### src/rtl/rr_arbiter_hs.sv
// Round-robin arbiter with a registered one-hot grant held until the consumer accepts it.
// Optional burst lock is enabled by defining RR_ARB_LOCK_EN.
module rr_arbiter_hs #(
  parameter int PORT  = 4,
  parameter int IDX_W = $clog2(PORT)
) (
  input  logic             clk,
  input  logic             reset,
  input  logic [PORT-1:0]  req,
  input  logic             ready,
  input  logic [PORT-1:0]  lock,
  output logic [PORT-1:0]  gnt,
  output logic             gnt_valid,
  output logic [IDX_W-1:0] gnt_idx
);

  localparam logic [PORT-1:0] ONE  = PORT'(1);
  localparam logic [PORT-1:0] ONES = {PORT{1'b1}};

  logic [PORT-1:0]  gnt_q, gnt_d;
  logic [PORT-1:0]  mask_q, mask_d;
  logic [PORT-1:0]  mask_eff_s;
  logic [PORT-1:0]  masked_req_s;
  logic [IDX_W-1:0] idx_s;
  logic             valid_s;
  logic             acc_s;
  logic             lock_hold_s;

  function automatic logic [PORT-1:0] lowest_bit(input logic [PORT-1:0] v);
    return v & (~v + ONE);
  endfunction

  assign valid_s = |gnt_q;
  assign acc_s   = valid_s & ready;

`ifdef RR_ARB_LOCK_EN
  assign lock_hold_s = acc_s & (|(gnt_q & lock));
`else
  assign lock_hold_s = 1'b0 & (|(gnt_q & lock));
`endif

  // Bits above the granted index: ~(onehot | onehot-1); the top port wraps to an empty mask.
  always_comb begin
    if (acc_s) begin
      mask_eff_s = ~(gnt_q | (gnt_q - ONE));
    end else begin
      mask_eff_s = mask_q;
    end
  end

  assign masked_req_s = req & mask_eff_s;

  // Next-state: hold while stalled or locked, otherwise arbitrate over the rotated mask.
  always_comb begin
    gnt_d  = gnt_q;
    mask_d = mask_q;
    if (valid_s && !ready) begin
      gnt_d  = gnt_q;
      mask_d = mask_q;
    end else if (lock_hold_s) begin
      gnt_d  = gnt_q;
      mask_d = mask_q;
    end else begin
      mask_d = mask_eff_s;
      if (masked_req_s != '0) begin
        gnt_d = lowest_bit(masked_req_s);
      end else begin
        gnt_d = lowest_bit(req);
      end
    end
  end

  // Grant and priority mask registers.
  always_ff @(posedge clk or posedge reset) begin
    if (reset) begin
      gnt_q  <= '0;
      mask_q <= ONES;
    end else begin
      gnt_q  <= gnt_d;
      mask_q <= mask_d;
    end
  end

  // Binary index derived from the registered one-hot grant.
  always_comb begin
    idx_s = '0;
    for (int i = 0; i < PORT; i++) begin
      if (gnt_q[i]) begin
        idx_s = idx_s | IDX_W'(i);
      end else begin
        idx_s = idx_s;
      end
    end
  end

  assign gnt       = gnt_q;
  assign gnt_valid = valid_s;
  assign gnt_idx   = idx_s;

endmodule

### config.mk
export PLATFORM = sky130hd
export DESIGN_NAME = rr_arbiter_hs
export DESIGN_NICKNAME = d
export VERILOG_FILES = /design/src/rtl/rr_arbiter_hs.sv
export SDC_FILE = /design/constraint.sdc
export NUM_CORES = 1
export LEC_CHECK = 0
export ABC_AREA = 1
export BUFFER_PORTS_ARGS = -buffer_cell sky130_fd_sc_hd__buf_4
export CAP_MARGIN = 20
export CORE_AREA = 10 10 47 49
export DETAILED_ROUTE_END_ITERATION = 6
export DIE_AREA = 0 0 57 59
export PLACE_DENSITY = 0.75
export SLEW_MARGIN = 25
export SYNTH_ARGS = -nofsm -noshare
export SYNTH_HDL_FRONTEND = slang
export SYNTH_SLANG_ARGS = --single-unit
### constraint.sdc
create_clock -name clk -period 3.7 [get_ports clk]
set_input_delay 0.74 -clock clk [delete_from_list [all_inputs] [get_ports clk]]
set_output_delay 0.74 -clock clk [all_outputs]
set_load 0.03 [all_outputs]
==> results.py <==
metrics = {
    "timing": {
        "layout_setup_ws_ns": 1.848,
        "worst_pin_slew_ns": 0.3114,
        "drv_slew": 0,
        "hold_viol_final": 0,
        "finalSetupTns_ns": 0,
        "clock_skew_ns": 0.004005,
        "post-route-min-period_ns": 1.852,
        "slew_headroom_pct": 79.22,
        "timing.fmax_mhz": 540.0,
        "finalSetupViolCount": 0,
        "finalCritPeriodShare_pct": 50.05,
        "grt_setup_unrepaired": "no",
    },
    "outcome": {
        "status": "complete, no violations",
    },
    "detailed_routing": {
        "routed_wl_mm": 1.101,
        "ant_nets": 0,
        "dr.pass1.iters": 4,
        "wl_per_cell_um": 10.49,
        "first_iter_violations": 5,
        "viasPerCell": 4.533,
        "drc": 0,
        "num_vias": 476,
    },
    "global_routing": {
        "antenna_found_initial": 0,
        "grt_max_degree": 9,
        "grt_pass1_vias": 496,
        "grtUsageTotal_pct": 7.205,
        "grt.overflow.total": 0,
        "grt_pass1_wl_mm": 1.932,
    },
    "clocking": {
        "cts.sinks": 8,
        "cts.repair.resized": 0,
        "cts_tree": "done",
        "hold_buffers": 0,
        "clkSlewWorstSetupHoldPaths_ns": 0.06,
        "cts_setup_buffers": 0,
        "insertion_delay_ns": 0.25,
        "root_buffer": "clkbuf_4",
        "max-clock-path-buffers": 2,
        "cts_made_buffers": 3,
        "htree_levels": 1,
    },
    "floorplanning": {
        "start_util_pct": 35.80,
        "die_x_um": 57,
        "core.rowCount": 14,
        "core_um2": 1401,
        "io_pins": 18,
        "die_h_um": 59,
        "die_area_um2": 3363,
    },
    "yosys": {
        "synth_cell_types": 18,
        "synth-async-reset-ratio_pct": 100.0,
        "synth_top_flop_cell": "dfstp_2",
        "syn_area_um2": 501.7,
        "syn_nets": 83,
        "avgSynthCellArea_um2": 6.968,
        "yosys_register_bits": 8,
        "synth_edf_count": 0,
        "synth_warnings": 0,
        "synthCells": 72,
        "yosysSeqAreaShare_pct": 40.90,
    },
    "critical_path": {
        "cpPeakStageDelay_ns": 0.41,
        "cp_data_arrival_time_ns": 1.11,
        "startpoint_type": "register",
        "path_cells": "nor2_2 -> nand2_2 -> buf_4",
        "rrSetupSlack_ns": 2.35,
        "required_ns": 2.96,
        "critPathBufInv": 1,
        "cpMaxStageDelayCell": "dfrtp_1",
        "cp_top_family": "flip-flops",
        "r2r_end": "gnt[1]",
        "cp_max_fo": 5,
        "cp-end-kind": "output port",
        "path_class": "register to output port",
        "reg2regPathDepth": 9,
        "reg2reg_from": "gnt[3]",
    },
    "hold_path": {
        "hp-class": "input port to async pin",
    },
    "power_and_ir_drop": {
        "leakagePower_nw": 0.3720,
        "power.density_nw_per_um2": 932.9,
        "vdd.ir_drop.worst_v": 0.0004298,
    },
    "placement": {
        "dp_worst_setup_slack_ns": 2.003,
        "port_buffers": 13,
        "post_dp_cell_area_um2": 619.3,
        "dp_cells": 101,
        "hpwl_um": 959.7,
        "gp_congestion": 0.8127,
    },
    "final_layout": {
        "final_cell_mix": "17 x nand2_1, 14 x inv_1, 13 x buf_4",
        "nNetsFinal": 101,
        "final_area_um2": 645.6,
        "final-instance-count-excl-fill": 105,
        "drive_gt1_share_pct": 35.96,
        "antenna_cells": 0,
        "areaGrowthSynthToFinish_pct": 28.68,
        "final_common_cell": "nand2_1",
    },
    "run": {
        "maxCapViolations": 0,
    },
}
==> Yosys cell counts, types with 2 or more instances <==
| master | n | area, µm² |
|---|---|---|
| nand2_1 | 17 | 63.81 |
| o21ai_1 | 2 | 10.01 |
| nor2_1 | 10 | 37.54 |
| nor2_2 | 2 | 12.51 |
| inv_1 | 14 | 52.55 |
| nand2_2 | 6 | 37.54 |
| dfrtp_1 | 4 | 100.1 |
| nand3_1 | 4 | 20.02 |
| dfstp_2 | 4 | 105.1 |
==> sequential cells by signal, summed over array words and instances (netlist names) <==
signal / cells
mask_q: 4
gnt: 4
==> cells by family after synthesis <==
family                 after synthesis  share of synthesized area [%]
flip-flops                           8                          40.90
AND/OR/NAND/NOR                     44                          41.90
AO/OA/AOI/OAI                        5                          5.985
buffers and inverters               15                          11.22
==> report_power, final <==
part / internal [W] / switching [W] / total, W
Clock: 0.0000413 / 0.0000301 / 0.0000714
Combinational: 0.000128 / 0.000237 / 0.000365
Sequential: 0.000137 / 0.0000290 / 0.000166
==> layer usage <==
layer | up-vias | GRT usage [%] | wire length [µm]
met5 | - | 0 | 0
met4 | 0 | 7.047 | 31
met3 | 4 | 1.931 | 33
met2 | 10 | 11.01 | 545
met1 | 212 | 7.813 | 490
li1 | 250 | - | -
==> how the worst max path moves through the flow <==
stage	startpoint	to	slack, ns	cells after the start
4_1_cts	gnt[3]	gnt_valid	1.83	3
3_3_place_gp	ready	gnt[1]	2.01	10
6_report	gnt[3]	gnt_valid	1.85	3
3_5_place_dp	ready	gnt[1]	2.00	10
5_1_grt	gnt[2]	gnt_valid	1.77	3
2_1_floorplan	gnt[1]	gnt_idx[0]	2.10	2
==> area by class of cell <==
type	count	area (µm²)
clock buffers	4	26.28
fillers	153	755.7
inverters	15	56.30
multi-input cells	49	240.2
flip-flops and latches	8	205.2
well taps	16	20.02
repair buffers	13	97.59
==> stage by stage <==
step | total power [W] | hold slack [ns] | util, %
floorplan | 0.0004228 | 0.4566 | -
global route | 0.0006557 | 0.4523 | 46.07
global placement | 0.0005339 | 0.4717 | 44.20
finish | 0.0006023 | 0.4339 | 46.07
CTS | 0.0006120 | 0.4373 | 46.07
detailed placement | 0.0005395 | 0.4786 | 44.20
No activity file was read; power rests on OpenSTA's default activity.
